==> config.mk <==
export PLATFORM = sky130hd
export DESIGN_NAME = mem_access_unit
export DESIGN_NICKNAME = d
export VERILOG_FILES = /design/src/rtl/mem_access_unit.sv
export SDC_FILE = /design/constraint.sdc
export NUM_CORES = 1
export LEC_CHECK = 0
export CAP_MARGIN = 10
export CORE_MARGIN = 2
export CORE_UTILIZATION = 40
export CTS_BUF_LIST = sky130_fd_sc_hd__clkbuf_4 sky130_fd_sc_hd__clkbuf_8
export DETAILED_ROUTE_END_ITERATION = 8
export PLACE_DENSITY_LB_ADDON = 0.12
export SYNTH_ARGS = -nofsm -noshare
export SYNTH_HDL_FRONTEND = slang
export SYNTH_SLANG_ARGS = --single-unit
==> constraint.sdc <==
create_clock -name clk -period 3.4 [get_ports clk]
set_clock_uncertainty 0.1 [all_clocks]
set_input_delay 0.34 -clock clk [delete_from_list [all_inputs] [get_ports clk]]
set_output_delay 0.34 -clock clk [all_outputs]
set_load 0.01 [all_outputs]
==> src/rtl/mem_access_unit.sv <==
// Memory access unit: converts byte/half/word load and store requests into
// aligned word accesses. Sub-word stores use read-modify-write and sub-word
// loads are sign- or zero-extended. Misaligned or reserved-mode requests
// complete with err=1 and never touch memory. Byte lanes are big-endian.
module mem_access_unit #(
  parameter int WIDTH      = 32,
  parameter int ADDR_WIDTH = 16
) (
  input  logic                  clk,
  input  logic                  reset,
  input  logic                  req,
  input  logic                  we,
  input  logic [1:0]            mode,
  input  logic                  uns,
  input  logic [ADDR_WIDTH-1:0] addr,
  input  logic [WIDTH-1:0]      wdata,
  output logic                  busy,
  output logic                  done,
  output logic                  err,
  output logic [WIDTH-1:0]      rdata,
  output logic [ADDR_WIDTH-1:0] memAddr,
  output logic                  MemWrite,
  output logic [1:0]            MemMode,
  output logic [WIDTH-1:0]      memWriteData,
  input  logic [WIDTH-1:0]      memReadData
);

  localparam logic [1:0] MODE_WORD = 2'b00;
  localparam logic [1:0] MODE_HALF = 2'b01;
  localparam logic [1:0] MODE_BYTE = 2'b10;

  typedef enum logic [1:0] {IDLE, READ, WRITE, DONE} state_e;

  state_e                  state_q, state_d;
  logic                    we_q, we_d;
  logic [1:0]              mode_q, mode_d;
  logic                    uns_q, uns_d;
  logic [1:0]              off_q, off_d;
  logic [ADDR_WIDTH-1:0]   addr_q, addr_d;
  logic [15:0]             sub_q, sub_d;
  logic [WIDTH-1:0]        wbuf_q, wbuf_d;
  logic [WIDTH-1:0]        rdata_q, rdata_d;
  logic                    err_q, err_d;
  logic                    misalign;

  // Select the addressed lane (offset 0 = bits 31:24) and extend it
  function automatic logic [31:0] extract(input logic [31:0] w, input logic [1:0] m,
                                          input logic [1:0] off, input logic u);
    logic [7:0]  b;
    logic [15:0] h;
    logic [31:0] r;
    case (off)
      2'd0:    b = w[31:24];
      2'd1:    b = w[23:16];
      2'd2:    b = w[15:8];
      default: b = w[7:0];
    endcase
    h = off[1] ? w[15:0] : w[31:16];
    case (m)
      MODE_BYTE: r = {{24{~u & b[7]}}, b};
      MODE_HALF: r = {{16{~u & h[15]}}, h};
      default:   r = w;
    endcase
    return r;
  endfunction

  // Replace only the addressed lane of the read word with the store data
  function automatic logic [31:0] merge(input logic [31:0] w, input logic [1:0] m,
                                        input logic [1:0] off, input logic [15:0] s);
    logic [31:0] r;
    r = w;
    if (m == MODE_BYTE) begin
      case (off)
        2'd0:    r[31:24] = s[7:0];
        2'd1:    r[23:16] = s[7:0];
        2'd2:    r[15:8]  = s[7:0];
        default: r[7:0]   = s[7:0];
      endcase
    end else if (off[1]) begin
      r[15:0] = s;
    end else begin
      r[31:16] = s;
    end
    return r;
  endfunction

  // Request is rejected for reserved mode or an address not aligned to its size
  always_comb begin
    misalign = (mode == 2'b11) ||
               ((mode == MODE_HALF) && addr[0]) ||
               ((mode == MODE_WORD) && (addr[1:0] != 2'b00));
  end

  // State and datapath registers
  always_ff @(posedge clk) begin
    if (reset) begin
      state_q <= IDLE;
      we_q    <= 1'b0;
      mode_q  <= '0;
      uns_q   <= 1'b0;
      off_q   <= '0;
      addr_q  <= '0;
      sub_q   <= '0;
      wbuf_q  <= '0;
      rdata_q <= '0;
      err_q   <= 1'b0;
    end else begin
      state_q <= state_d;
      we_q    <= we_d;
      mode_q  <= mode_d;
      uns_q   <= uns_d;
      off_q   <= off_d;
      addr_q  <= addr_d;
      sub_q   <= sub_d;
      wbuf_q  <= wbuf_d;
      rdata_q <= rdata_d;
      err_q   <= err_d;
    end
  end

  // Next-state selection
  always_comb begin
    state_d = state_q;
    case (state_q)
      IDLE: begin
        if (req) begin
          if (misalign)                          state_d = DONE;
          else if (!we || (mode != MODE_WORD))   state_d = READ;
          else                                   state_d = WRITE;
        end
      end
      READ:    state_d = we_q ? WRITE : DONE;
      WRITE:   state_d = DONE;
      DONE:    state_d = IDLE;
      default: state_d = IDLE;
    endcase
  end

  // Request capture, load result and merge buffer updates
  always_comb begin
    we_d    = we_q;
    mode_d  = mode_q;
    uns_d   = uns_q;
    off_d   = off_q;
    addr_d  = addr_q;
    sub_d   = sub_q;
    wbuf_d  = wbuf_q;
    rdata_d = rdata_q;
    err_d   = err_q;
    if ((state_q == IDLE) && req) begin
      we_d   = we;
      mode_d = mode;
      uns_d  = uns;
      off_d  = addr[1:0];
      addr_d = {addr[ADDR_WIDTH-1:2], 2'b00};
      sub_d  = wdata[15:0];
      err_d  = misalign;
      if (we && (mode == MODE_WORD)) wbuf_d = wdata;
    end else if (state_q == READ) begin
      if (we_q) wbuf_d  = merge(memReadData, mode_q, off_q, sub_q);
      else      rdata_d = extract(memReadData, mode_q, off_q, uns_q);
    end
  end

  // Outputs decoded from state; write strobe is suppressed during reset
  always_comb begin
    busy         = (state_q == READ) || (state_q == WRITE);
    done         = (state_q == DONE);
    err          = (state_q == DONE) && err_q;
    MemWrite     = (state_q == WRITE) && !reset;
    MemMode      = MODE_WORD;
    memAddr      = addr_q;
    memWriteData = wbuf_q;
    rdata        = rdata_q;
  end

endmodule

==> flow_summary.ini <==
[synthesis]
flip_flop_and_latch_count_after_synthesis = 103
postSynth.asyncResetShare_pct = 0
ys_top_cells_by_count = sky130_fd_sc_hd__nand2_1, sky130_fd_sc_hd__dfxtp_1, sky130_fd_sc_hd__a21oi_1
synth.area.top_cells = sky130_fd_sc_hd__dfxtp_1, sky130_fd_sc_hd__nand2_1, sky130_fd_sc_hd__a21oi_1
synthDominantCellAreaShare_pct = 40.0
syn-cell-area_mm2 = 0.00516
synth-warning-count = 0
synthMostInstantiatedCell = sky130_fd_sc_hd__nand2_1
synth.lib_cells_used.distinct = 53
synth_top_area_cell = sky130_fd_sc_hd__dfxtp_1
synthesis.instances = 652
number_of_enable_type_register_cells_in_the_synthesized_netlist = 0
synth.yosys.seq_area_share_pct = 40.0
avgSynthCellArea_um2 = 7.92
synth-main-ff-cell = sky130_fd_sc_hd__dfxtp_1

[routing]
detail_route.vias_per_cell = 5.46
postRouteAntennaNets = 0
route.detailed.wl_per_inst_um = 17.6
detail_route.drc_violations = 0
dr.max_layer_used = met4
iteration_count_of_the_initial_detailed_routing_pass = 5
wl_met2_mm = 7.77
met1_length_mm = 7.39
first_iter_violations = 408
vias = 5226
finalWirelength_mm = 16.8
dr_wl_met3_mm = 1.41

[sta]
unrepaired_setup_endpoints_after_global_routing = false
period_share_pct = 77.6
max_slew.worst_pin.slew_ns = 0.871
tns_ns = 0
final_period_minus_worst_setup_slack_ns = 2.64
report.final.slew_viol_count = 0
fmax_mhz = 379
setup_viol = 0
final-hold-violation-count = 0
relSlewSlack_pct = 41.6

[critical_path]
worst_path_max_delay_cell = sky130_fd_sc_hd__a22o_1
timing.critical_path.to_type = flop
number_of_buffer_and_inverter_stages_on_the_critical_path = 1
critical_path_class = reg2reg
cp_cell_sequence = inv_1, ha_1, and2_2, a22o_1, o221ai_1, a21oi_1
crit-reg2reg-launch = state_q[1]
worstPathArrival_ns = 2.87
worst_path_dominant_cell_family = compound AO/OA/AOI/OAI gates
critical_path.max_stage_delay_ns = 0.78
worstSetupStartpointType = flop
required_ns = 3.63
startpoint = state_q[1]
maximum_fanout_encountered_on_the_critical_timing_path = 29

[worst_hold_path]
timing.hold.worst.start = reset
holdCritPathClass = in2reg

[placement]
place_hpwl_mm = 12.3
io_buffer_count = 168
gpl.final_weighted_congestion = 0.889
placed_cells_incl_taps = 941

[grt]
global_route.overflow_total = 0
grt_pass1_vias = 4957
gr-usage-all-layers_pct = 23.6
grt_pass1_wl_mm = 26.2
grt_start_max_net_pins = 58
number_of_antenna_violations_at_the_first_check_in_global_routing = 0

[power]
internal_power_w = 0.00265
clkPwrFrac_pct = 16.6
worst_ir_drop_vdd_mv = 0.283
power_density_mw_per_mm2 = 631
share_seq_of_total_power_pct = 37.2
share_comb_of_total_power_pct = 46.2
power.switching_w = 0.00177
cellLeakagePower_nw = 2.41
switching_power_as_a_share_of_total_power_pct = 40.0

[floorplan]
fp.dieArea_mm2 = 0.0138
placement_rows = 41
initial_utilization_pct = 40.9
num_io_pins = 173
die_h_um = 118
chipWidth_um = 118
coreArea_mm2 = 0.0126

[clock_network]
post_cts.repair.setup_buffers = 0
cts_buffer_depth = 2
numCtsBuffers = 9
tritoncts = built
clockRootBuffer = sky130_fd_sc_hd__clkbuf_8
clkSlewWorstSetupHoldPaths_ns = 0.11
htreeDepth = 3
post_cts_resize_count = 0
clk_lat_worst_skew_ns = 0.39
post_cts_hold_buffer_count = 0
cts_sinks = 103

[layout]
final-seq-area_mm2 = 0.00206
layout.cells.non_filler = 957
area_growth_syn_to_layout_pct = 35.8
final_nets = 874
fraction_of_final_layout_cells_with_drive_strength_greater_than_1_pct = 5.48
multi_input_combinational_cell_area_mm2 = 0.00278
layout.filler_cells = 1222
antenna_cells_inserted = 0

[run]
drv_cap = 0

[outcome]
outcome = finished, final reports clean
-- power groups by stage --
stage | registers (W) | logic [W] | clock network (W)
3_5_place_dp | 0.00167 | 0.00203 | 0
4_1_cts | 0.00165 | 0.00204 | 0.000755
2_1_floorplan | 0.00171 | 0.00118 | 0
5_1_grt | 0.00168 | 0.00223 | 0.000797
6_report | 0.00164 | 0.00204 | 0.000733
3_3_place_gp | 0.00166 | 0.00200 | 0
-- final timing paths --
kind / slack (ns) / end / cells past startpoint
worst max-delay path: 0.76 / memWriteData[6] / 6
worst min-delay path: 0.32 / err_q / 2
worst max register to register: 0.76 / memWriteData[6] / 6
worst min register to register: 0.36 / memAddr[3] / 2
-- layout by cell type, fill, tap and decap left out, types with 4 or more instances in the layout --
cell                              count
sky130_fd_sc_hd__a2111oi_0            8
sky130_fd_sc_hd__a211oi_1             8
sky130_fd_sc_hd__a21boi_0             7
sky130_fd_sc_hd__a21oi_1             73
sky130_fd_sc_hd__a311oi_1            21
sky130_fd_sc_hd__and2_1               4
sky130_fd_sc_hd__and3_1               8
sky130_fd_sc_hd__buf_4               10
sky130_fd_sc_hd__clkbuf_8             9
sky130_fd_sc_hd__clkdlybuf4s50_1    167
sky130_fd_sc_hd__conb_1               4
sky130_fd_sc_hd__dfxtp_1            103
sky130_fd_sc_hd__ha_1                 7
sky130_fd_sc_hd__inv_1                8
sky130_fd_sc_hd__mux2i_1              7
sky130_fd_sc_hd__nand2_1            127
sky130_fd_sc_hd__nand2b_1            11
sky130_fd_sc_hd__nor2_1              57
sky130_fd_sc_hd__nor2b_1             17
sky130_fd_sc_hd__nor3_1              15
sky130_fd_sc_hd__nor4_1               6
sky130_fd_sc_hd__o21ai_0             16
sky130_fd_sc_hd__o221ai_1            24
sky130_fd_sc_hd__o22ai_1              8
sky130_fd_sc_hd__o31ai_1              8
sky130_fd_sc_hd__o32ai_1              6
sky130_fd_sc_hd__or4_1                8
-- metrics by stage --
step / hold WS (ns) / util, % / area, um2 / total power [W] / setup WS (ns)
finish: 0.322 / 55.5 / 7010 / 0.00442 / 0.761
CTS: 0.315 / 55.5 / 7010 / 0.00444 / 0.801
detailed placement: 0.344 / 54.1 / 6830 / 0.00370 / 0.617
global placement: 0.341 / 54.1 / 6830 / 0.00366 / 0.719
global route: 0.341 / 55.5 / 7010 / 0.00471 / 0.569
floorplan: 0.337 / - / 5170 / 0.00289 / 1.51
-- routing by layer --
| layer | track usage [%] | vias to the layer above |
|---|---|---|
| li1 | - | 2583 |
| met1 | 30.8 | 2409 |
| met2 | 37.8 | 216 |
| met3 | 6.78 | 18 |
| met4 | 7.00 | 0 |
| met5 | 0 | - |
-- layout make-up --
| cell class | instances | share of cell area, % |
|---|---|---|
| timing repair buffer | 177 | 24.9 |
| clock inverter | 7 | 0.785 |
| multi-input combinational | 481 | 39.6 |
| clock buffer | 9 | 1.77 |
| sequential | 103 | 29.4 |
| inverter | 8 | 0.428 |
| tap | 172 | 3.07 |
-- flip-flops by register name, summed over array words and instances (netlist names) --
name,count
memWriteData,32
rdata,32
sub_q,16
memAddr,14
mode_q,2
off_q,2
state_q,2
err_q,1
uns_q,1
we_q,1
-- kinds of logic after synthesis --
group,count (synthesis),share of synthesized area (%)
compound gates,199,27.0
fa+ha+maj,7,1.70
buf+inv,71,6.55
flops,103,40.0
mux,10,2.16
other cells,1,0.0727
simple gates,261,22.6
(Power assumes the default switching activity.)
